[src/rtl/nmea_pkg.sv]
// Shared constants, FSM state type and hex helper for the NMEA sentence transmitter.
// The STAR/HEX states exist only when NMEA_CHECKSUM_EN is defined.
package nmea_pkg;

    localparam logic [7:0] CH_DOLLAR = 8'h24;
    localparam logic [7:0] CH_COMMA  = 8'h2C;
    localparam logic [7:0] CH_STAR   = 8'h2A;
    localparam logic [7:0] CH_CR     = 8'h0D;
    localparam logic [7:0] CH_LF     = 8'h0A;

    typedef enum logic [3:0] {
        S_IDLE,
        S_DOLLAR,
        S_HEADER,
        S_COMMA,
        S_PAYLOAD,
`ifdef NMEA_CHECKSUM_EN
        S_STAR,
        S_HEX_HI,
        S_HEX_LO,
`endif
        S_CR,
        S_LF
    } state_e;

    function automatic logic [7:0] nibble_to_hex(input logic [3:0] nib);
        return (nib < 4'd10) ? (8'h30 + {4'h0, nib}) : (8'h37 + {4'h0, nib});
    endfunction

endpackage

[src/rtl/nmea_checksum.sv]
// XOR accumulator over the sentence body with uppercase-hex rendering of the result.
// Built only when NMEA_CHECKSUM_EN is defined.
`ifdef NMEA_CHECKSUM_EN
module nmea_checksum
    import nmea_pkg::*;
(
    input  logic       clk,
    input  logic       rst,
    input  logic       clear,
    input  logic       update,
    input  logic [7:0] data,
    output logic [7:0] hex_hi,
    output logic [7:0] hex_lo
);

    logic [7:0] sum;

    always_ff @(posedge clk) begin
        if (rst || clear) begin
            sum <= 8'h00;
        end else if (update) begin
            sum <= sum ^ data;
        end
    end

    assign hex_hi = nibble_to_hex(sum[7:4]);
    assign hex_lo = nibble_to_hex(sum[3:0]);

endmodule
`endif

[src/rtl/nmea_sentence_tx.sv]
// Byte-serial NMEA sentence generator: $, header, comma, payload, optional *HH, CR LF.
// NMEA_CHECKSUM_EN defined adds the *HH checksum field.
//
// state   | meaning
// IDLE    | waiting for start
// DOLLAR  | '$' on dout
// HEADER  | header character hdr_cnt on dout
// COMMA   | ',' on dout (INFO_LEN=0 only)
// PAYLOAD | ',' or a payload byte (or bubble) on dout; pay_cnt bytes fetched
// STAR    | '*' on dout
// HEX_HI  | checksum high nibble on dout
// HEX_LO  | checksum low nibble on dout
// CR      | CR on dout
// LF      | LF on dout; done follows its acceptance
module nmea_sentence_tx
    import nmea_pkg::*;
#(
    parameter int                      HEADER_LEN = 5,
    parameter logic [8*HEADER_LEN-1:0] HEADER     = "GPRMC",
    parameter int                      INFO_LEN   = 7
) (
    input  logic       clk,
    input  logic       rst,
    input  logic       start,
    input  logic [7:0] din,
    input  logic       din_valid,
    output logic       din_ready,
    output logic [7:0] dout,
    output logic       dout_valid,
    input  logic       dout_ready,
    output logic       busy,
    output logic       done
);

    localparam int HW = $clog2(HEADER_LEN + 1);
    localparam int PW = (INFO_LEN > 0) ? $clog2(INFO_LEN + 1) : 1;

`ifdef NMEA_CHECKSUM_EN
    localparam state_e     TAIL_STATE = S_STAR;
    localparam logic [7:0] TAIL_CHAR  = CH_STAR;
`else
    localparam state_e     TAIL_STATE = S_CR;
    localparam logic [7:0] TAIL_CHAR  = CH_CR;
`endif

    state_e          state, state_n;
    logic [HW-1:0]   hdr_cnt, hdr_cnt_n;
    logic [PW-1:0]   pay_cnt, pay_cnt_n;
    logic [7:0]      dout_n;
    logic            dout_valid_n, done_n;
    logic            fire, load_ok;

    function automatic logic [7:0] hdr_char(input logic [HW-1:0] idx);
        return HEADER[8*(HEADER_LEN-1-int'(idx)) +: 8];
    endfunction

`ifdef NMEA_CHECKSUM_EN
    logic       cs_clr, cs_upd;
    logic [7:0] hex_hi, hex_lo;

    nmea_checksum u_checksum (
        .clk    (clk),
        .rst    (rst),
        .clear  (cs_clr),
        .update (cs_upd),
        .data   (dout),
        .hex_hi (hex_hi),
        .hex_lo (hex_lo)
    );
`endif

    assign fire    = dout_valid && dout_ready;
    assign load_ok = !dout_valid || dout_ready;
    assign busy    = (state != S_IDLE);

    always_comb begin
        state_n      = state;
        hdr_cnt_n    = hdr_cnt;
        pay_cnt_n    = pay_cnt;
        dout_n       = dout;
        dout_valid_n = dout_valid && !dout_ready;
        done_n       = 1'b0;
        din_ready    = 1'b0;
`ifdef NMEA_CHECKSUM_EN
        cs_clr       = 1'b0;
        cs_upd       = 1'b0;
`endif
        case (state)
            S_IDLE: if (start) begin
                state_n      = S_DOLLAR;
                dout_n       = CH_DOLLAR;
                dout_valid_n = 1'b1;
`ifdef NMEA_CHECKSUM_EN
                cs_clr       = 1'b1;
`endif
            end
            S_DOLLAR: if (fire) begin
                state_n      = S_HEADER;
                hdr_cnt_n    = '0;
                dout_n       = hdr_char('0);
                dout_valid_n = 1'b1;
            end
            S_HEADER: if (fire) begin
`ifdef NMEA_CHECKSUM_EN
                cs_upd       = 1'b1;
`endif
                dout_valid_n = 1'b1;
                if (hdr_cnt == HW'(HEADER_LEN - 1)) begin
                    // Comma is shown from PAYLOAD so the first byte is fetched as it leaves.
                    state_n   = (INFO_LEN == 0) ? S_COMMA : S_PAYLOAD;
                    hdr_cnt_n = '0;
                    pay_cnt_n = '0;
                    dout_n    = CH_COMMA;
                end else begin
                    hdr_cnt_n = hdr_cnt + HW'(1);
                    dout_n    = hdr_char(hdr_cnt + HW'(1));
                end
            end
            S_COMMA: if (fire) begin
`ifdef NMEA_CHECKSUM_EN
                cs_upd       = 1'b1;
`endif
                state_n      = TAIL_STATE;
                dout_n       = TAIL_CHAR;
                dout_valid_n = 1'b1;
            end
            S_PAYLOAD: begin
`ifdef NMEA_CHECKSUM_EN
                cs_upd = fire;
`endif
                if (pay_cnt != PW'(INFO_LEN)) begin
                    din_ready = load_ok;
                    if (load_ok && din_valid) begin
                        pay_cnt_n    = pay_cnt + PW'(1);
                        dout_n       = din;
                        dout_valid_n = 1'b1;
                    end
                end else if (fire) begin
                    state_n      = TAIL_STATE;
                    pay_cnt_n    = '0;
                    dout_n       = TAIL_CHAR;
                    dout_valid_n = 1'b1;
                end
            end
`ifdef NMEA_CHECKSUM_EN
            S_STAR: if (fire) begin
                state_n      = S_HEX_HI;
                dout_n       = hex_hi;
                dout_valid_n = 1'b1;
            end
            S_HEX_HI: if (fire) begin
                state_n      = S_HEX_LO;
                dout_n       = hex_lo;
                dout_valid_n = 1'b1;
            end
            S_HEX_LO: if (fire) begin
                state_n      = S_CR;
                dout_n       = CH_CR;
                dout_valid_n = 1'b1;
            end
`endif
            S_CR: if (fire) begin
                state_n      = S_LF;
                dout_n       = CH_LF;
                dout_valid_n = 1'b1;
            end
            S_LF: if (fire) begin
                state_n = S_IDLE;
                done_n  = 1'b1;
            end
            default: state_n = S_IDLE;
        endcase
    end

    always_ff @(posedge clk) begin
        if (rst) begin
            state      <= S_IDLE;
            hdr_cnt    <= '0;
            pay_cnt    <= '0;
            dout       <= 8'h00;
            dout_valid <= 1'b0;
            done       <= 1'b0;
        end else begin
            state      <= state_n;
            hdr_cnt    <= hdr_cnt_n;
            pay_cnt    <= pay_cnt_n;
            dout       <= dout_n;
            dout_valid <= dout_valid_n;
            done       <= done_n;
        end
    end

endmodule

[config.mk]
export PLATFORM = sky130hd
export DESIGN_NAME = nmea_sentence_tx
export DESIGN_NICKNAME = d
export VERILOG_FILES = /design/src/rtl/nmea_pkg.sv /design/src/rtl/nmea_checksum.sv /design/src/rtl/nmea_sentence_tx.sv
export SDC_FILE = /design/constraint.sdc
export NUM_CORES = 1
export LEC_CHECK = 0
export ABC_CLOCK_PERIOD_IN_PS = 2260
export CORE_UTILIZATION = 52
export DETAILED_ROUTE_END_ITERATION = 12
export PLACE_DENSITY = 0.79
export SYNTH_ARGS = -nofsm -noshare
export SYNTH_HDL_FRONTEND = slang
export SYNTH_SLANG_ARGS = --single-unit
[constraint.sdc]
create_clock -name clk -period 2.26 [get_ports clk]
set_clock_uncertainty 0.1 [all_clocks]
set_input_delay 0.339 -clock clk [delete_from_list [all_inputs] [get_ports clk]]
set_output_delay 0.339 -clock clk [all_outputs]
set_load 0.01 [all_outputs]
==> results.txt <==
The flow ran to the end, and the final reports show no timing, DRC or antenna violations. During I/O placement, the number of pins put on the boundary was 25. The kind of launch point of the worst setup path is a flop. The worst hold slack after final layout came out at 0.365 ns.

Once placement finished, the instance area stood at about 1600 um^2. The synthesized design contains 0 enable-type register cells. The TritonCTS clock tree is yes. The TritonCTS buffer count is 3. On the critical path, the stage with the largest delay is an instance of sky130_fd_sc_hd__clkdlybuf4s50_1. The maximum ir drop on the vdd rail is 356 uV. The deepest level of the CTS H-tree came out at 1.

The total die area came out at 2830 um^2. The fraction of registers with async set/reset came out at 0%. The setup slack of the worst register-to-register path is 0.19 ns. The final cell utilization of the core came out at 67.4%.

Setup repair after global routing left no endpoint under its margin. For this run, the top clock speed supported by timing is 462 MHz. The routability-driven placement congestion ratio came out at 0.848. Setup violations remaining at the end of the flow were counted as 0. Summed over all cells, the static leakage comes to 0.587 nW. The slew at the pin closest to its max-slew limit came out at 0.424 ns. Timing analysis after detailed placement gives a worst setup slack of ~0.14 ns. The number of maximum-capacitance violations is 0. The launching point of the worst reg2reg path is pay_cnt[0]$_SDFFE_PP0P_. Summed over all failing endpoints, the final setup total negative slack is 0 ns.

The largest single stage delay on the critical path is 0.50 ns. The die is 53.2 um wide. The count of pins over their slew limit came to 0. The number of global-route vias before repair is 1,204.

At the worst endpoint, the arrival time is 1.73 ns. The most frequently used flop master after synthesis is sky130_fd_sc_hd__dfxtp_1. The most common cell after layout, fill and taps aside is sky130_fd_sc_hd__clkdlybuf4s50_1.

The worst hold path stage count came out at 2. The placement row count is 18. The total clock sinks came out at 19. Headroom to the max-slew limit came out at 71.7%. The first-pass iteration count of the detailed router came out at 4. Data on the critical path is required at its endpoint by 1.82 ns. The synthesized net count came out at 189.

The distinct cell type count after synthesis came out at between 50 and 60. The antenna violation net count after detailed routing came out at 0. Traced cell by cell, the critical path runs through buf_4, or3_1, clkdlybuf4s50_1.

The type of the worst setup path is reg2out. For this design the ratio of total power to cell area is 416 nW/um^2. On the critical path the largest part of the delay comes from buffers and inverters. The number of buffers added on ports is 24.

The worst setup margin is 0.0956 ns. The sequential-to-total area share from yosys stat is 27.9%. The initial core utilization came out at between 50% and 60%.

The number of antenna diodes in the final layout is 0. The routed length per placed instance came out at about 15 um. The final hold violation count came out at 0. CTS placed an instance of sky130_fd_sc_hd__clkbuf_4 at the clock tree root. The worst-path maximum fanout is 9. The clock-pin slew on the worst setup and hold paths is between 0.1 and 0.15 ns. Entering global routing, the biggest net connects 19 pins. The number of nets at the end of the flow came out at 215. The first global-routing pass estimated 5.51 mm of wire.

The capture point of the worst reg-to-reg path is dout[7]$_SDFFE_PP0P_. The number of synthesis warnings is 0. A synthesized cell averages 7.94 um^2. The post-route netlist has roughly an eighth of its cells at a drive strength greater than 1. The number of buffers on the longest clock path is 2.

STA classifies the critical path endpoint as an output pin. Global routing consumed, over all layers together, 26.4% of the routing resources. The worst hold path begins at pay_cnt[1]$_SDFFE_PP0P_. The post-layout minimum cycle time came out at 2.16 ns. In the layout the commonest cells are 23 x sky130_fd_sc_hd__clkdlybuf4s50_1, 21 x sky130_fd_sc_hd__nand2_1, 19 x sky130_fd_sc_hd__a21oi_1, 19 x sky130_fd_sc_hd__dfxtp_1, 16 x sky130_fd_sc_hd__nor2_1. The total buffers and inverters traversed by the critical path came out at 2.

The synthesized flop and latch total is 19. The count of cells along the worst register-to-register path came out at 8. The chip height is approximately 53 um.

The clock insertion delay at the later pin of the skew report came out at 0.29 ns. The tightest min-delay check is of the reg2reg type. The share of the cycle needed by the critical path after routing is 95.8%.

The post-synth design cell area came out at 1370 um^2. Across all layers, the routed design uses 1,345 vias. The average vias per placed instance came out at 5.93. The initial antenna violation count came out at 0.

The area of the core came out at 2480 um^2. Counting buffers and inverters, the worst setup path is 3 cells deep. The total of fill cells in the finished design is 216. The DRC violations left came out at 0. The design area came out at 1670 um^2. The instance count of the mapped netlist came out at 172. The half-perimeter wire length after placement is 2.58 mm. The total overflow reported by the global router is 0. The destination of the worst hold path is pay_cnt[1]$_SDFFE_PP0P_. The area added between synthesis and finish came out at 22.4%.

The number of DRC violations after detailed-routing iteration 0 came out at 37. The routed wire length is between 3 and 4 mm.
==> synthesized netlist by cell type, types with 3 or more instances <==
| cell type | number | area, um^2 |
|---|---|---|
| sky130_fd_sc_hd__a21oi_1 | 19 | 95.1 |
| sky130_fd_sc_hd__buf_2 | 4 | 20.0 |
| sky130_fd_sc_hd__clkbuf_1 | 5 | 18.8 |
| sky130_fd_sc_hd__dfxtp_1 | 19 | 380 |
| sky130_fd_sc_hd__ha_1 | 4 | 50.1 |
| sky130_fd_sc_hd__inv_1 | 7 | 26.3 |
| sky130_fd_sc_hd__nand2_1 | 21 | 78.8 |
| sky130_fd_sc_hd__nand2b_1 | 6 | 37.5 |
| sky130_fd_sc_hd__nand3_1 | 4 | 20.0 |
| sky130_fd_sc_hd__nor2_1 | 16 | 60.1 |
| sky130_fd_sc_hd__nor2b_1 | 3 | 18.8 |
| sky130_fd_sc_hd__nor3_1 | 5 | 25.0 |
| sky130_fd_sc_hd__o21ai_0 | 4 | 20.0 |
| sky130_fd_sc_hd__o21ai_1 | 3 | 15.0 |
| sky130_fd_sc_hd__o22ai_1 | 3 | 18.8 |
| sky130_fd_sc_hd__o2bb2ai_1 | 4 | 35.0 |
==> through the flow <==
step	total power, mW	instances
6_report	0.695	227
5_1_grt	0.727	227
4_1_cts	0.692	227
3_5_place_dp	0.525	223
3_3_place_gp	0.521	223
2_1_floorplan	0.461	172
==> timing repair <==
item	CTS	global route
resized for setup	2	0
setup buffers	0	0
hold buffers	0	0
hold endpoints to repair	0	0
endpoints found under the setup margin	1	0
==> cell families (layout without fill, tap and decap cells) <==
| group | Yosys count | in the layout | share of synthesized area (%) |
|---|---|---|---|
| AO/OA/AOI/OAI | 52 | 52 | 26.2 |
| XOR/XNOR | 1 | 1 | 0.642 |
| adder cells (fa/ha/maj) | 4 | 4 | 3.67 |
| buffers and inverters | 18 | 43 | 6.14 |
| flip-flops | 19 | 19 | 27.9 |
| multiplexers | 1 | 1 | 0.733 |
| AND/OR/NAND/NOR | 77 | 77 | 34.7 |
==> state kept, by name (all words and copies together), names as in the netlist <==
name	count
dout	8
dout_valid	1
done	1
hdr_cnt	3
pay_cnt	3
state	3
==> per-layer routing <==
metal / vias up / part of all wire, % / global-route usage [%]
met1: 627 / 44 / 34.5
met5: - / 0 / 0
met3: 6 / 4.7 / 3.74
met2: 40 / 51 / 45.6
li1: 672 / - / -
met4: 0 / 0.72 / 4.82
==> how the worst max path moves through the flow <==
stage	startpoint	to	slack, ns
2_1_floorplan	pay_cnt[0]$_SDFFE_PP0P_	dout[1]$_SDFFE_PP0P_	0.46
3_3_place_gp	dout_ready	din_ready	0.20
3_5_place_dp	dout_ready	dout[5]$_SDFFE_PP0P_	0.14
4_1_cts	state[1]$_SDFFE_PP0P_	busy	0.09
5_1_grt	state[1]$_SDFFE_PP0P_	busy	0.03
6_report	state[1]$_SDFFE_PP0P_	busy	0.1
==> worst reg2reg max path: cells and delay by family, from the launching register on <==
family	cells	cell delay [ns]
compound gates	3	0.49
fa+ha+maj	2	0.41
buf+inv	1	0.17
flops	1	0.35
simple gates	2	0.49
==> where the power goes <==
part	switching (mW)	internal [mW]	leakage [nW]
Combinational	0.0846	0.0801	0.418
Sequential	0.00938	0.345	0.154
Clock	0.107	0.0687	0.0150
Total	0.201	0.494	0.587
==> area by class of cell <==
type                       instances  area [um^2]  share of cell area (%)
tap                               30         37.5                    2.25
inverter                           7         26.3                    1.57
multi-input combinational        135          901                    53.9
timing repair buffer              32          299                    17.9
clock buffer                       4         26.3                    1.57
sequential                        19          380                    22.8
Power figures use the tool's default switching activity.
